File: src/rtl/muldiv_pkg.sv
// Shared types and constants for the RV32M/RV64M multiply/divide unit.
package muldiv_pkg;

  localparam logic [6:0]  FUNC7_MULDIV = 7'b0000001;
  localparam int unsigned XLEN_DEFAULT = 32;

  typedef enum logic [2:0] {
    OpMul    = 3'b000,
    OpMulh   = 3'b001,
    OpMulhsu = 3'b010,
    OpMulhu  = 3'b011,
    OpDiv    = 3'b100,
    OpDivu   = 3'b101,
    OpRem    = 3'b110,
    OpRemu   = 3'b111
  } muldiv_op_e;

  typedef enum logic [1:0] {
    StIdle,
    StMul,
    StDiv,
    StDone
  } muldiv_state_e;

endpackage

File: src/rtl/restoring_divider_step.sv
// One combinational step of unsigned restoring division: shift in a dividend bit,
// trial-subtract the divisor, keep the difference only if it did not borrow.
module restoring_divider_step #(
  parameter int unsigned W = 32
) (
  input  logic [W-1:0] i_rem,
  input  logic         i_dividend_bit,
  input  logic [W-1:0] i_divisor,
  output logic [W-1:0] o_rem,
  output logic         o_q_bit
);

  logic [W:0] w_shift;
  logic [W:0] w_diff;

  // The partial remainder is always below the divisor, so W+1 bits hold the shift and
  // the top bit of the difference is a clean borrow flag.
  assign w_shift = {i_rem, i_dividend_bit};
  assign w_diff  = w_shift - {1'b0, i_divisor};
  assign o_q_bit = ~w_diff[W];
  assign o_rem   = o_q_bit ? w_diff[W-1:0] : w_shift[W-1:0];

endmodule

File: src/rtl/muldiv_unit.sv
// M-extension multiply/divide unit: single-cycle or shift-add multiply, restoring divide,
// result returned over a valid/ready handshake with a stall to the hazard unit.
module muldiv_unit
  import muldiv_pkg::*;
#(
  parameter int unsigned XLEN     = XLEN_DEFAULT,
  parameter int unsigned MUL_MODE = 0
) (
  input  logic            i_clk,
  input  logic            i_rst_n,
  input  logic            i_in_valid,
  output logic            o_in_ready,
  input  logic [2:0]      i_func_3,
  input  logic [XLEN-1:0] i_operand_a,
  input  logic [XLEN-1:0] i_operand_b,
  input  logic            i_flush,
  output logic            o_out_valid,
  input  logic            i_out_ready,
  output logic [XLEN-1:0] o_result,
  output logic            o_stall
);

  localparam int unsigned CntW = $clog2(XLEN);
  localparam logic [XLEN-1:0] XMin = {1'b1, {(XLEN-1){1'b0}}};

  muldiv_state_e   r_state, w_state_nxt;
  muldiv_op_e      r_op, w_op_nxt, w_op;
  logic            r_neg_a, r_neg_b, w_neg_a_nxt, w_neg_b_nxt;
  logic [XLEN-1:0] r_hi, r_lo, r_b, w_hi_nxt, w_lo_nxt, w_b_nxt;
  logic [CntW-1:0] r_cnt, w_cnt_nxt;
  logic [XLEN-1:0] r_result, w_result_nxt;

  logic              w_a_signed, w_b_signed, w_a_neg, w_b_neg;
  logic [XLEN-1:0]   w_a_mag, w_b_mag;
  logic              w_div_zero, w_div_ovf;
  logic [2*XLEN-1:0] w_full_prod;
  logic [XLEN:0]     w_mul_sum;
  logic [XLEN-1:0]   w_mul_hi_n, w_mul_lo_n;
  logic [XLEN-1:0]   w_div_rem, w_div_lo_n;
  logic              w_div_q;
  logic [XLEN-1:0]   w_mul_final, w_div_final;
  logic              w_last;

  function automatic logic [XLEN-1:0] mul_pick(input logic [2*XLEN-1:0] mag,
                                               input logic neg, input logic hi);
    logic [2*XLEN-1:0] prod;
    prod = neg ? (2*XLEN)'(0) - mag : mag;
    return hi ? prod[2*XLEN-1:XLEN] : prod[XLEN-1:0];
  endfunction

  // Operand decode at accept time.
  assign w_op       = muldiv_op_e'(i_func_3);
  assign w_a_signed = w_op inside {OpMulh, OpMulhsu, OpDiv, OpRem};
  assign w_b_signed = w_op inside {OpMulh, OpDiv, OpRem};
  assign w_a_neg    = w_a_signed & i_operand_a[XLEN-1];
  assign w_b_neg    = w_b_signed & i_operand_b[XLEN-1];
  assign w_a_mag    = w_a_neg ? XLEN'(0) - i_operand_a : i_operand_a;
  assign w_b_mag    = w_b_neg ? XLEN'(0) - i_operand_b : i_operand_b;
  assign w_div_zero = (i_operand_b == '0);
  assign w_div_ovf  = w_b_signed & (i_operand_a == XMin) & (i_operand_b == '1);
  assign w_full_prod = (2*XLEN)'(w_a_mag) * (2*XLEN)'(w_b_mag);

  // Shift-add multiply step: {r_hi, r_lo} is the running product, r_lo the multiplier.
  assign w_mul_sum  = {1'b0, r_hi} + (r_lo[0] ? {1'b0, r_b} : '0);
  assign w_mul_hi_n = w_mul_sum[XLEN:1];
  assign w_mul_lo_n = {w_mul_sum[0], r_lo[XLEN-1:1]};

  // Divide step: r_hi is the partial remainder, r_lo shifts dividend out and quotient in.
  restoring_divider_step #(
    .W(XLEN)
  ) u_div_step (
    .i_rem          (r_hi),
    .i_dividend_bit (r_lo[XLEN-1]),
    .i_divisor      (r_b),
    .o_rem          (w_div_rem),
    .o_q_bit        (w_div_q)
  );
  assign w_div_lo_n = {r_lo[XLEN-2:0], w_div_q};

  assign w_mul_final = mul_pick({w_mul_hi_n, w_mul_lo_n}, r_neg_a ^ r_neg_b, r_op != OpMul);
  assign w_div_final = r_op[1] ? (r_neg_a ? XLEN'(0) - w_div_rem : w_div_rem)
                               : ((r_neg_a ^ r_neg_b) ? XLEN'(0) - w_div_lo_n : w_div_lo_n);
  assign w_last      = (r_cnt == CntW'(XLEN-1));

  always_comb begin
    w_state_nxt  = r_state;
    w_op_nxt     = r_op;
    w_neg_a_nxt  = r_neg_a;
    w_neg_b_nxt  = r_neg_b;
    w_hi_nxt     = r_hi;
    w_lo_nxt     = r_lo;
    w_b_nxt      = r_b;
    w_cnt_nxt    = r_cnt;
    w_result_nxt = r_result;
    unique case (r_state)
      StIdle: begin
        if (i_in_valid && !i_flush) begin
          w_op_nxt    = w_op;
          w_neg_a_nxt = w_a_neg;
          w_neg_b_nxt = w_b_neg;
          w_cnt_nxt   = '0;
          w_hi_nxt    = '0;
          w_lo_nxt    = w_a_mag;
          w_b_nxt     = w_b_mag;
          if (i_func_3[2]) begin
            if (w_div_zero) begin
              w_result_nxt = i_func_3[1] ? i_operand_a : '1;
              w_state_nxt  = StDone;
            end else if (w_div_ovf) begin
              w_result_nxt = i_func_3[1] ? '0 : XMin;
              w_state_nxt  = StDone;
            end else begin
              w_state_nxt = StDiv;
            end
          end else if (MUL_MODE == 0) begin
            w_result_nxt = mul_pick(w_full_prod, w_a_neg ^ w_b_neg, w_op != OpMul);
            w_state_nxt  = StDone;
          end else begin
            w_state_nxt = StMul;
          end
        end
      end
      StMul: begin
        w_hi_nxt  = w_mul_hi_n;
        w_lo_nxt  = w_mul_lo_n;
        w_cnt_nxt = r_cnt + CntW'(1);
        if (w_last) begin
          w_result_nxt = w_mul_final;
          w_state_nxt  = StDone;
        end
      end
      StDiv: begin
        w_hi_nxt  = w_div_rem;
        w_lo_nxt  = w_div_lo_n;
        w_cnt_nxt = r_cnt + CntW'(1);
        if (w_last) begin
          w_result_nxt = w_div_final;
          w_state_nxt  = StDone;
        end
      end
      StDone: begin
        if (i_out_ready) w_state_nxt = StIdle;
      end
      default: w_state_nxt = StIdle;
    endcase
    // Flush wins everywhere and leaves the held result untouched.
    if (i_flush) begin
      w_state_nxt  = StIdle;
      w_cnt_nxt    = '0;
      w_result_nxt = r_result;
    end
  end

  always_ff @(posedge i_clk or negedge i_rst_n) begin
    if (!i_rst_n) begin
      r_state  <= StIdle;
      r_op     <= OpMul;
      r_neg_a  <= 1'b0;
      r_neg_b  <= 1'b0;
      r_hi     <= '0;
      r_lo     <= '0;
      r_b      <= '0;
      r_cnt    <= '0;
      r_result <= '0;
    end else begin
      r_state  <= w_state_nxt;
      r_op     <= w_op_nxt;
      r_neg_a  <= w_neg_a_nxt;
      r_neg_b  <= w_neg_b_nxt;
      r_hi     <= w_hi_nxt;
      r_lo     <= w_lo_nxt;
      r_b      <= w_b_nxt;
      r_cnt    <= w_cnt_nxt;
      r_result <= w_result_nxt;
    end
  end

  assign o_in_ready  = (r_state == StIdle);
  assign o_out_valid = (r_state == StDone);
  assign o_result    = r_result;
  // Stall covers the accept cycle and every iteration, never the result cycle.
  assign o_stall     = ((r_state == StIdle) & i_in_valid) | (r_state == StMul) |
                       (r_state == StDiv);

endmodule
File: config.mk
export PLATFORM = sky130hd
export DESIGN_NAME = muldiv_unit
export DESIGN_NICKNAME = d
export VERILOG_FILES = /design/src/rtl/muldiv_pkg.sv /design/src/rtl/restoring_divider_step.sv /design/src/rtl/muldiv_unit.sv
export SDC_FILE = /design/constraint.sdc
export NUM_CORES = 2
export LEC_CHECK = 0
export BUFFER_PORTS_ARGS = -buffer_cell sky130_fd_sc_hd__buf_2
export CAP_MARGIN = 30
export CORE_ASPECT_RATIO = 1.75
export CORE_MARGIN = 2
export CORE_UTILIZATION = 38
export CTS_BUF_LIST = sky130_fd_sc_hd__clkbuf_8
export CTS_CLUSTER_DIAMETER = 60
export DETAILED_ROUTE_END_ITERATION = 10
export PLACE_DENSITY_LB_ADDON = 0.2
export SETUP_SLACK_MARGIN = 0.2
export SLEW_MARGIN = 20
export SYNTH_ARGS = -nofsm -noshare
export SYNTH_HDL_FRONTEND = slang
export SYNTH_SLANG_ARGS = --single-unit
export TNS_END_PERCENT = 50
File: constraint.sdc
create_clock -name i_clk -period 13.33 [get_ports i_clk]
set_clock_uncertainty 0.05 [all_clocks]
set_input_delay 0.6665 -clock i_clk [delete_from_list [all_inputs] [get_ports i_clk]]
set_output_delay 0.6665 -clock i_clk [all_outputs]
set_load 0.02 [all_outputs]
==> metrics.txt <==
vias per cell around 6.0; post-layout min period around 12 ns; Slew Viols, Final 0; initial antenna violation count 44; syn_area_per_cell 7.96 sq um; PostCTS Resize Cnt 0; multiplexer area fraction after synthesis 0.832%; drt first pass iters 7; Slowest-stage cell, CP fa_1; initial core utilization 38.2%; H-Tree Depth 4; Critical Path Source i_operand_a[1]; IO Pins 107; R2R setup slack 5.20 ns; worst path required time 13.70 ns; Main synth FF type dfrtp_1; Hold Vio Cnt, Final 0; Post-DRT Antenna Nets 0; DIE HEIGHT 492 microns; Clock transition at path regs ~0.11 ns; max-cap viol count 0; Placer Congestion 1.05; P&R area growth vs syn 11.1%; worst r2r dst o_result[14]$_DFFE_PN0P_; Critical Path End Type flop; Inserted Clock Buffers 17; Crit path top cell by count fa_1; run status completed; RR Startpoint r_b[20]$_DFFE_PN0P_; number of synthesized flops with an enable pin 0; Post-Synth XOR/XNOR Area 5.65%; clock buffer depth 2; Clock Sinks 140; final period utilization between 90% and 100%; largest net degree at the start of global routing 84; Post-DP HPWL 234,000 microns; fraction of layout cells with a size suffix above 1 11.4%; DIE AREA 139,000 sq um; Synth Instances ~6,500; relative slew slack about a quarter; setup_tns 0 ns; post-synth top area cell fa_1; Critical Path Sink o_result[21]$_DFFE_PN0P_; clock latency on the worst-skew pair 0.56 ns; # rows between 150 and 200; WL per Instance about 33 microns; via count 50,700; post-synth cell types 125; clk root buf clkbuf_8; Core Footprint 135,000 sq um; Worst-Margin Slew about 1.1 ns; Worst R2R Path Depth 20; final WL about 280,000 microns; RSZ-0062 raised after global routing false; DP Worst Slack 0.682 ns; Seq/Total Area, Yosys under 10%; CTS Hold Bufs 0; Post-Synth Adder-Cell Area 43.0%; nets between 7,000 and 8,000; syn nets 7,810; vias in the first global route between 50,000 and 60,000; die width 283 microns; final instance area 57,500 sq um; crit path launch type primary input; crit path max fanout 13; synth top area cells fa_1, ha_1, inv_1; Placed Instance Area roughly 57,000 sq um; asr flop ratio synth 100%; Remaining DRCs 0; Hold Path Class primary input to async pin; synthesized area 51,700 sq um; simple-gate area share of the yosys netlist 18.5%; CTS tree done; largest family of logic cells by synthesized area adder cells; WS Path Type primary input to flop; count of final setup violators 0; Worst Setup Slack, final 1.02 ns; Yosys top cell area share between 30% and 40%; Critical Path AT 12.68 ns; commonest non-fill, non-tap cell in the layout inv_1; most frequent cells in the layout inv_1, fa_1, nand2_1, nor2_1, buf_4; register bit total from synthesis 140; Port Buf Inserts 106; Tot GR Track Use 39.6%; Compound-Gate Fraction of Synth Area 15.0%; GR Overflow Total 0; post-CTS setup buffers 0; global-route wire length before repair 388,000 microns; number of DRC markers in iteration 0 4,236; Max stage delay on crit path 0.79 ns; synth warn 0; FMAX 81.3 MHz
## critical path, delay by kind of cell
family	cells	cell delay (ns)
fa+ha+maj	9	4.68
compound gates	7	2.00
buf+inv	7	1.30
xor+xnor	2	0.52
simple gates	13	3.50
## cells in the mapped netlist (25+ instances only)
library cell	n
a221o_1	38
a31oi_1	48
nor4_1	39
a21oi_1	265
nor2_1	852
nand2b_1	35
xor2_1	148
o21ai_1	26
a211oi_1	35
dfrtp_1	140
nand3_1	54
o31ai_1	47
o211ai_1	49
xnor2_1	186
a21o_1	54
fa_1	898
o21a_1	26
clkbuf_1	320
or3_1	35
inv_1	998
nand4_1	62
mux2i_1	25
nor3_1	79
ha_1	342
o21ai_0	310
buf_2	41
and2_1	34
nand2_1	854
## routing by layer
layer,global-route usage [%],routed length [microns],vias up
li1,-,-,21300
met1,35.0,80100,25500
met2,70.3,139000,2597
met3,7.12,17000,1238
met4,46.6,40800,14
met5,0,105,-
## per-stage QoR
| step | instances | hold slack (ns) | util [%] |
|---|---|---|---|
| 2_1_floorplan | 6498 | 0.321 | - |
| 3_5_place_dp | 8451 | 0.419 | 42.0 |
| 5_1_grt | 8490 | 0.198 | 42.4 |
| 6_report | 8510 | 0.124 | 42.4 |
| 4_1_cts | 8483 | 0.150 | 42.4 |
| 3_3_place_gp | 8438 | 0.412 | 41.9 |
## cell families (layout without fill, tap and decap cells)
kind of cell	Yosys count	in the layout
AO/OA/AOI/OAI	1172	1172
XOR/XNOR	334	334
adder cells (fa/ha/maj)	1240	1240
buffers and inverters	1384	1565
flip-flops	140	140
multiplexers	41	41
other	0	21
AND/OR/NAND/NOR	2187	2187
## cell type report
| class | instances | area, sq um |
|---|---|---|
| clock buffers | 17 | 234 |
| repair buffers | 530 | 3750 |
| inverters | 1003 | 3760 |
| multi-input cells | 4974 | 43700 |
| well taps | 1810 | 2260 |
| fillers | 14200 | 78000 |
| flip-flops and latches | 140 | 3500 |
| clock inverters | 15 | 194 |
| diodes | 21 | 52.6 |
## registers in the layout (all words and copies together), names as in the netlist
name and count:
r_neg_a 1, r_cnt 5, r_lo 32, r_hi 32
r_state 2, r_b 32, r_op 3, o_result 32
r_neg_b 1
## worst min-delay path by stage
stage / from / end / slack, ns / cells after the start
2_1_floorplan: i_rst_n / o_result[0]$_DFFE_PN0P_ / 0.32 / 0
6_report: i_rst_n / r_b[26]$_DFFE_PN0P_ / 0.12 / 1
4_1_cts: i_rst_n / r_hi[28]$_DFFE_PN0P_ / 0.15 / 1
3_3_place_gp: o_result[5]$_DFFE_PN0P_ / o_result[5]$_DFFE_PN0P_ / 0.41 / 2
5_1_grt: i_rst_n / r_hi[27]$_DFFE_PN0P_ / 0.20 / 1
3_5_place_dp: o_result[5]$_DFFE_PN0P_ / o_result[5]$_DFFE_PN0P_ / 0.42 / 2
Power is not shown: default switching activity piles up to over one toggle a cycle in this logic, so the estimate is an artifact.
